File: src/rtl/mc_ctrl.sv
`default_nettype none
// ============================================================================
// Module   : mc_ctrl
// Brief    : Multi-cycle MIPS-subset control unit (FETCH/DECODE/EXEC/MEM/WB).
// Revision : 1.0 - initial release
// ============================================================================
module mc_ctrl (
    input  logic       clk,
    input  logic       reset,
    input  logic [5:0] opcode,
    input  logic [5:0] funct,
    input  logic       zero,
    output logic       PCWr,
    output logic       IRWr,
    output logic       RegWr,
    output logic       MemWr,
    output logic [1:0] EXTop,
    output logic [1:0] ALUop,
    output logic       ALUSrc,
    output logic [1:0] RegDst,
    output logic [1:0] WDsel,
    output logic [1:0] NPCop,
    output logic [2:0] state,
    output logic       done
);

    localparam logic [5:0] c_OP_RTYPE = 6'b000000;
    localparam logic [5:0] c_OP_ORI   = 6'b001101;
    localparam logic [5:0] c_OP_LW    = 6'b100011;
    localparam logic [5:0] c_OP_SW    = 6'b101011;
    localparam logic [5:0] c_OP_BEQ   = 6'b000100;
    localparam logic [5:0] c_OP_LUI   = 6'b001111;
    localparam logic [5:0] c_OP_J     = 6'b000010;
    localparam logic [5:0] c_OP_JAL   = 6'b000011;
    localparam logic [5:0] c_FN_ADDU  = 6'b100001;
    localparam logic [5:0] c_FN_SUBU  = 6'b100011;
    localparam logic [5:0] c_FN_JR    = 6'b001000;

    typedef enum logic [2:0] {
        S_FETCH  = 3'd0,
        S_DECODE = 3'd1,
        S_EXEC   = 3'd2,
        S_MEM    = 3'd3,
        S_WB     = 3'd4
    } state_t;

    state_t r_state;
    state_t w_next;

    logic w_addu, w_subu, w_jr, w_ori, w_lw, w_sw, w_beq, w_lui, w_j, w_jal;
    logic w_pcwr, w_irwr, w_regwr, w_memwr, w_alusrc, w_done;
    logic [1:0] w_extop, w_aluop, w_regdst, w_wdsel, w_npcop;
    // Immediate-path controls shared by EXEC, MEM and WB of one instruction
    logic [1:0] w_imm_ext;
    logic       w_imm_src;

    assign w_addu = (opcode == c_OP_RTYPE) && (funct == c_FN_ADDU);
    assign w_subu = (opcode == c_OP_RTYPE) && (funct == c_FN_SUBU);
    assign w_jr   = (opcode == c_OP_RTYPE) && (funct == c_FN_JR);
    assign w_ori  = (opcode == c_OP_ORI);
    assign w_lw   = (opcode == c_OP_LW);
    assign w_sw   = (opcode == c_OP_SW);
    assign w_beq  = (opcode == c_OP_BEQ);
    assign w_lui  = (opcode == c_OP_LUI);
    assign w_j    = (opcode == c_OP_J);
    assign w_jal  = (opcode == c_OP_JAL);

    assign w_imm_ext = w_lui ? 2'd2 : ((w_lw || w_sw || w_beq) ? 2'd1 : 2'd0);
    assign w_imm_src = w_ori || w_lui || w_lw || w_sw;

    always_ff @(posedge clk or posedge reset) begin
        if (reset) begin
            r_state <= S_FETCH;
        end else begin
            r_state <= w_next;
        end
    end

    always_comb begin
        w_next   = S_FETCH;
        w_pcwr   = 1'b0;
        w_irwr   = 1'b0;
        w_regwr  = 1'b0;
        w_memwr  = 1'b0;
        w_extop  = 2'd0;
        w_aluop  = 2'd0;
        w_alusrc = 1'b0;
        w_regdst = 2'd0;
        w_wdsel  = 2'd0;
        w_npcop  = 2'd0;
        w_done   = 1'b0;
        case (r_state)
            S_FETCH: begin
                w_irwr = 1'b1;
                w_pcwr = 1'b1;
                w_next = S_DECODE;
            end
            S_DECODE: begin
                if (w_j || w_jal) begin
                    w_pcwr  = 1'b1;
                    w_npcop = 2'd2;
                    w_done  = 1'b1;
                    if (w_jal) begin
                        w_regwr  = 1'b1;
                        w_regdst = 2'd2;
                        w_wdsel  = 2'd2;
                    end
                end else if (w_jr) begin
                    w_pcwr  = 1'b1;
                    w_npcop = 2'd3;
                    w_done  = 1'b1;
                end else if (w_addu || w_subu || w_ori || w_lui ||
                             w_lw || w_sw || w_beq) begin
                    w_next = S_EXEC;
                end else begin
                    w_done = 1'b1;
                end
            end
            S_EXEC: begin
                w_extop  = w_imm_ext;
                w_alusrc = w_imm_src;
                w_aluop  = (w_subu || w_beq) ? 2'd1 :
                           ((w_ori || w_lui) ? 2'd2 : 2'd0);
                if (w_beq) begin
                    // Branch resolves here regardless of the comparison result
                    w_pcwr  = zero;
                    w_npcop = 2'd1;
                    w_done  = 1'b1;
                end else if (w_lw || w_sw) begin
                    w_next = S_MEM;
                end else if (w_addu || w_subu || w_ori || w_lui) begin
                    w_next = S_WB;
                end else begin
                    w_done = 1'b1;
                end
            end
            S_MEM: begin
                w_extop  = w_imm_ext;
                w_alusrc = w_imm_src;
                if (w_lw) begin
                    w_next = S_WB;
                end else begin
                    w_memwr = w_sw;
                    w_done  = 1'b1;
                end
            end
            S_WB: begin
                w_extop  = w_imm_ext;
                w_alusrc = w_imm_src;
                w_done   = 1'b1;
                if (w_lw || w_addu || w_subu || w_ori || w_lui) begin
                    w_regwr  = 1'b1;
                    w_wdsel  = w_lw ? 2'd1 : 2'd0;
                    w_regdst = (w_addu || w_subu) ? 2'd1 : 2'd0;
                end
            end
            default: begin
                w_next = S_FETCH;
            end
        endcase
    end

    // Reset masks the decode outputs so FETCH's enables never leak while held
    assign PCWr   = w_pcwr  & ~reset;
    assign IRWr   = w_irwr  & ~reset;
    assign RegWr  = w_regwr & ~reset;
    assign MemWr  = w_memwr & ~reset;
    assign done   = w_done  & ~reset;
    assign ALUSrc = w_alusrc & ~reset;
    assign EXTop  = reset ? 2'd0 : w_extop;
    assign ALUop  = reset ? 2'd0 : w_aluop;
    assign RegDst = reset ? 2'd0 : w_regdst;
    assign WDsel  = reset ? 2'd0 : w_wdsel;
    assign NPCop  = reset ? 2'd0 : w_npcop;
    assign state  = r_state;

endmodule
`default_nettype wire
File: config.mk
export PLATFORM = sky130hd
export DESIGN_NAME = mc_ctrl
export DESIGN_NICKNAME = d
export VERILOG_FILES = /design/src/rtl/mc_ctrl.sv
export SDC_FILE = /design/constraint.sdc
export NUM_CORES = 1
export LEC_CHECK = 0
export BUFFER_PORTS_ARGS = -buffer_cell sky130_fd_sc_hd__clkbuf_2
export CAP_MARGIN = 20
export CORE_MARGIN = 2
export CORE_UTILIZATION = 38
export DETAILED_ROUTE_END_ITERATION = 8
export PLACE_DENSITY = 0.78
export SYNTH_ARGS = -nofsm -noshare
export SYNTH_HDL_FRONTEND = slang
export SYNTH_SLANG_ARGS = --single-unit
File: constraint.sdc
create_clock -name clk -period 1.7 [get_ports clk]
set_input_delay 0.255 -clock clk [delete_from_list [all_inputs] [get_ports clk]]
set_output_delay 0.255 -clock clk [all_outputs]
set_load 0.01 [all_outputs]
==> impl_summary.md <==
Outcome
The flow ran to the end, but the final reports show violations. The checks that failed: negative setup slack.

Worst setup path
The number of stages on the worst setup path is 6. The endpoint of the lowest-slack register-to-register path is state[1]. On the critical path, the stage with the largest delay is an instance of or4_4. The signal on the critical path passes through buf_6 -> or4_4 -> or4_4 -> a21oi_4 -> a311o_1 -> buf_2. The minimum setup slack among reg-to-reg paths is approximately 400 ps.

The required arrival time at the worst endpoint is 1440 ps. The worst-path maximum fanout is 3. The family with the most delay on the worst path is simple AND/OR/NAND/NOR gates. STA classifies the critical path startpoint as a primary input.

The count of cells along the worst register-to-register path is 6. The worst setup path is of the primary input to output pin kind. The end of the critical path is PCWr. The critical path arrival is around 1700 ps. The total buffers and inverters traversed by the critical path is 2. In this design, the critical path's most frequently occurring cell is or4_4.

The worst setup path is captured at an output pin. Tracing the worst setup path back leads to its startpoint at opcode[1]. The startpoint of the worst-slack reg-to-reg timing path is state[1]. The peak per-stage delay on the critical path is roughly 550 ps.

Routing
Once detail routing completed, the nets flagged for antenna violations numbered 0. The first-pass iteration count of the detailed router is 4. The total number of vias is 941. The mean number of vias per cell is around 5.7. The per-cell routed wire length is 15.9 microns. The first-iteration detailed-routing DRC count is 25. The total detailed-routing wirelength is 2620 microns.

After detailed routing, the number of remaining DRC violations is 0.

Pwr
The static leakage is ~0.53 nW. The share of total power dissipated in the clock network is 0.212. The combinational fraction of design power is 0.622. Of the total power, registers draw 0.166. Dividing total power by cell area gives a power density of roughly 570 mW/mm^2. Of the total power, the share spent switching nets is 0.405.

The overall power of the completed layout is 0.656 mW. The worst supply voltage drop on vdd is roughly 0.00035 V. The internal power consumption is between 0.3 and 0.4 mW.

The net switching power figure is approximately 0.27 mW.

Clock network
The hold buffer count at cts is 0. The number of clock sinks seen by CTS is 3. CTS built an H-tree with a depth of 1. The clock-pin slew on the worst setup and hold paths is ~40 ps.

The library cell used as clock root buffer is clkbuf_4. TritonCTS built the clock tree. The number of buffers created by CTS is 3. The clock latency of the later-clocked register in the worst-skew pair is 250 ps. The largest buffer count on any clock path is 2.

STA
The clock tree skew after final layout is around 6.4 ps. The worst max-slew margin expressed relative to the limit is 0.791. Setup repair after global routing could not meet its margin everywhere. The routed design could run at a clock period as short as 2000 ps.

The sum of negative setup slack is -1890 ps. The count of final setup violators is 11. The number of failing hold endpoints at the final stage is 0. The final critical-path share of the clock period is 1.17.

At the pin with the least slew margin, the transition time is around 310 ps. The max-slew violation total from the final report was 0. Derived from the worst setup path, the maximum achievable clock frequency is 501 MHz. The worst setup margin is -295 ps.

Synth
The synthesized net count is slightly below 100. The synthesized design contains 3 register bits. For this run, asynchronously set or reset flops after synthesis account for 1.00. The count of mapped cells out of synthesis is 83. The count of flip-flops with a built-in enable after synthesis is 0. The synthesized netlist contains 36 unique library cells. Among all flip-flop cells after synthesis, the most frequent one is dfrtp_1.

For this run, the register share of the synthesized area comes to 0.130. The mean instance size in the synthesized netlist is 6.95 sq um. The count of synthesis-stage warnings from yosys is 0. The post-synthesis cell area is 577 sq um.

Cells and area
0 antenna diodes ended up in the layout. In the final design database the tool counted 165 nets. Counting the fill cells in the layout gives 104. The register with the most flip-flops in the layout has 3 of them.

The area growth from synthesis to layout is 100%. The proportion of layout cells with a drive suffix above 1 is 0.644.

Die
After floorplanning, the core was sized to cover between 0.001 and 0.0015 sq mm. The number of placement rows is 14. The total I/O pin count is 34. Measured along the y axis, the die boundary spans between 40 and 50 microns. The overall die width is around 43 microns. The die covers about 0.0018 sq mm.

The initial utilization of the core area, before any placement, comes to 0.392.

Flow run
The max capacitance violation total is 0.

Hold path
The min-delay analysis places its worst path in the category primary input to async pin.

Global route
The number of antenna violations at the first check in global routing came to 0. The global-route usage over all layers is 0.255. The number of global-route vias before repair is roughly 840. The maximum number of pins on one net before global-route repair is 10. The wire length of the first global-routing pass is roughly 3500 microns. The sum of overflow across all layers after global routing is 0.

Placement
At the end of routability-driven placement, the weighted congestion stood at between 0.8 and 0.9. The placed wire-length estimate is roughly 1600 microns. The number of input and output port buffers inserted is 33.
-- Yosys cell counts, drive strengths merged (3+ instances only) --
cell	instances	share of area
a21oi	4	0.041
nor3	5	0.043
and3	3	0.035
nor2b	4	0.043
dfrtp	3	0.13
nand2	10	0.065
buf	4	0.065
nor4	4	0.054
nand2b	3	0.046
nor2	9	0.059
-- worst register-to-register path: cells and delay by family (launching register included) --
| kind | cells | cell delay [ps] |
|---|---|---|
| simple gates | 1 | 150 |
| flops | 1 | 400 |
| buf+inv | 3 | 400 |
| compound gates | 2 | 270 |
-- power groups by stage --
| stage | Clock, mW | Sequential, mW | Combinational (mW) |
|---|---|---|---|
| 2_1_floorplan | 0 | 0.104 | 0.169 |
| 3_3_place_gp | 0 | 0.101 | 0.291 |
| 3_5_place_dp | 0 | 0.101 | 0.299 |
| 4_1_cts | 0.138 | 0.103 | 0.378 |
| 5_1_grt | 0.143 | 0.112 | 0.436 |
| 6_report | 0.139 | 0.109 | 0.408 |
-- cell type report --
cell class | instances | area, sq um | area share
inverter | 2 | 7.51 | 0.00651
timing repair buffer | 67 | 462 | 0.400
sequential | 3 | 76.3 | 0.0662
tap | 16 | 20.0 | 0.0174
multi-input combinational | 73 | 562 | 0.487
clock buffer | 4 | 26.3 | 0.0228
-- stage by stage --
stage | util | cell area, sq um | worst slack (ps) | instances | hold WS [ps]
finish | 0.784 | 1150 | -295 | 165 | 74.5
global route | 0.784 | 1150 | -370 | 165 | 97.1
CTS | 0.739 | 1090 | -294 | 165 | 51.4
detailed placement | 0.616 | 907 | -368 | 151 | 297
global placement | 0.616 | 907 | -327 | 151 | 285
floorplan | - | 584 | -199 | 83 | 169
-- layer usage --
| layer | share of wire | wire [microns] | track usage | vias up |
|---|---|---|---|---|
| met4 | 0.029 | 76 | 0.103 | 0 |
| li1 | - | - | - | 440 |
| met3 | 0.043 | 113 | 0.0170 | 8 |
| met5 | 0 | 0 | 0 | - |
| met2 | 0.58 | 1520 | 0.509 | 45 |
| met1 | 0.35 | 912 | 0.267 | 448 |
-- logic make-up after synthesis --
group / after synthesis / synth area share
buffers and inverters: 7 / 0.0868
AND/OR/NAND/NOR: 53 / 0.538
AO/OA/AOI/OAI: 20 / 0.245
flip-flops: 3 / 0.130
-- worst min path at each step --
stage	start	endpoint	slack, ps	depth (start not counted)
finish	reset	state[2]	70	3
global route	reset	state[2]	100	3
CTS	reset	state[2]	50	3
detailed placement	reset	state[2]	300	3
global placement	reset	state[2]	280	3
floorplan	reset	state[0]	170	2
-- cells in the final DEF (no fill, tap or decap), types with 3 or more instances in the layout --
master and count:
buf_4 28, nor4_2 3, clkbuf_2 23, a21oi_1 3, buf_6 9, nor3_1 3
clkbuf_4 3, nor2_4 4, nor2_1 4, buf_2 7, nor2b_1 3, nand2_1 9
-- repair_timing --
action,CTS,global route
setup buffers,10,2
gates resized for setup,18,23
endpoints found under the hold margin,0,0
pin swaps,11,5
endpoints found under the setup margin,12,16
Note: power is estimated with default switching activity, not from simulation.
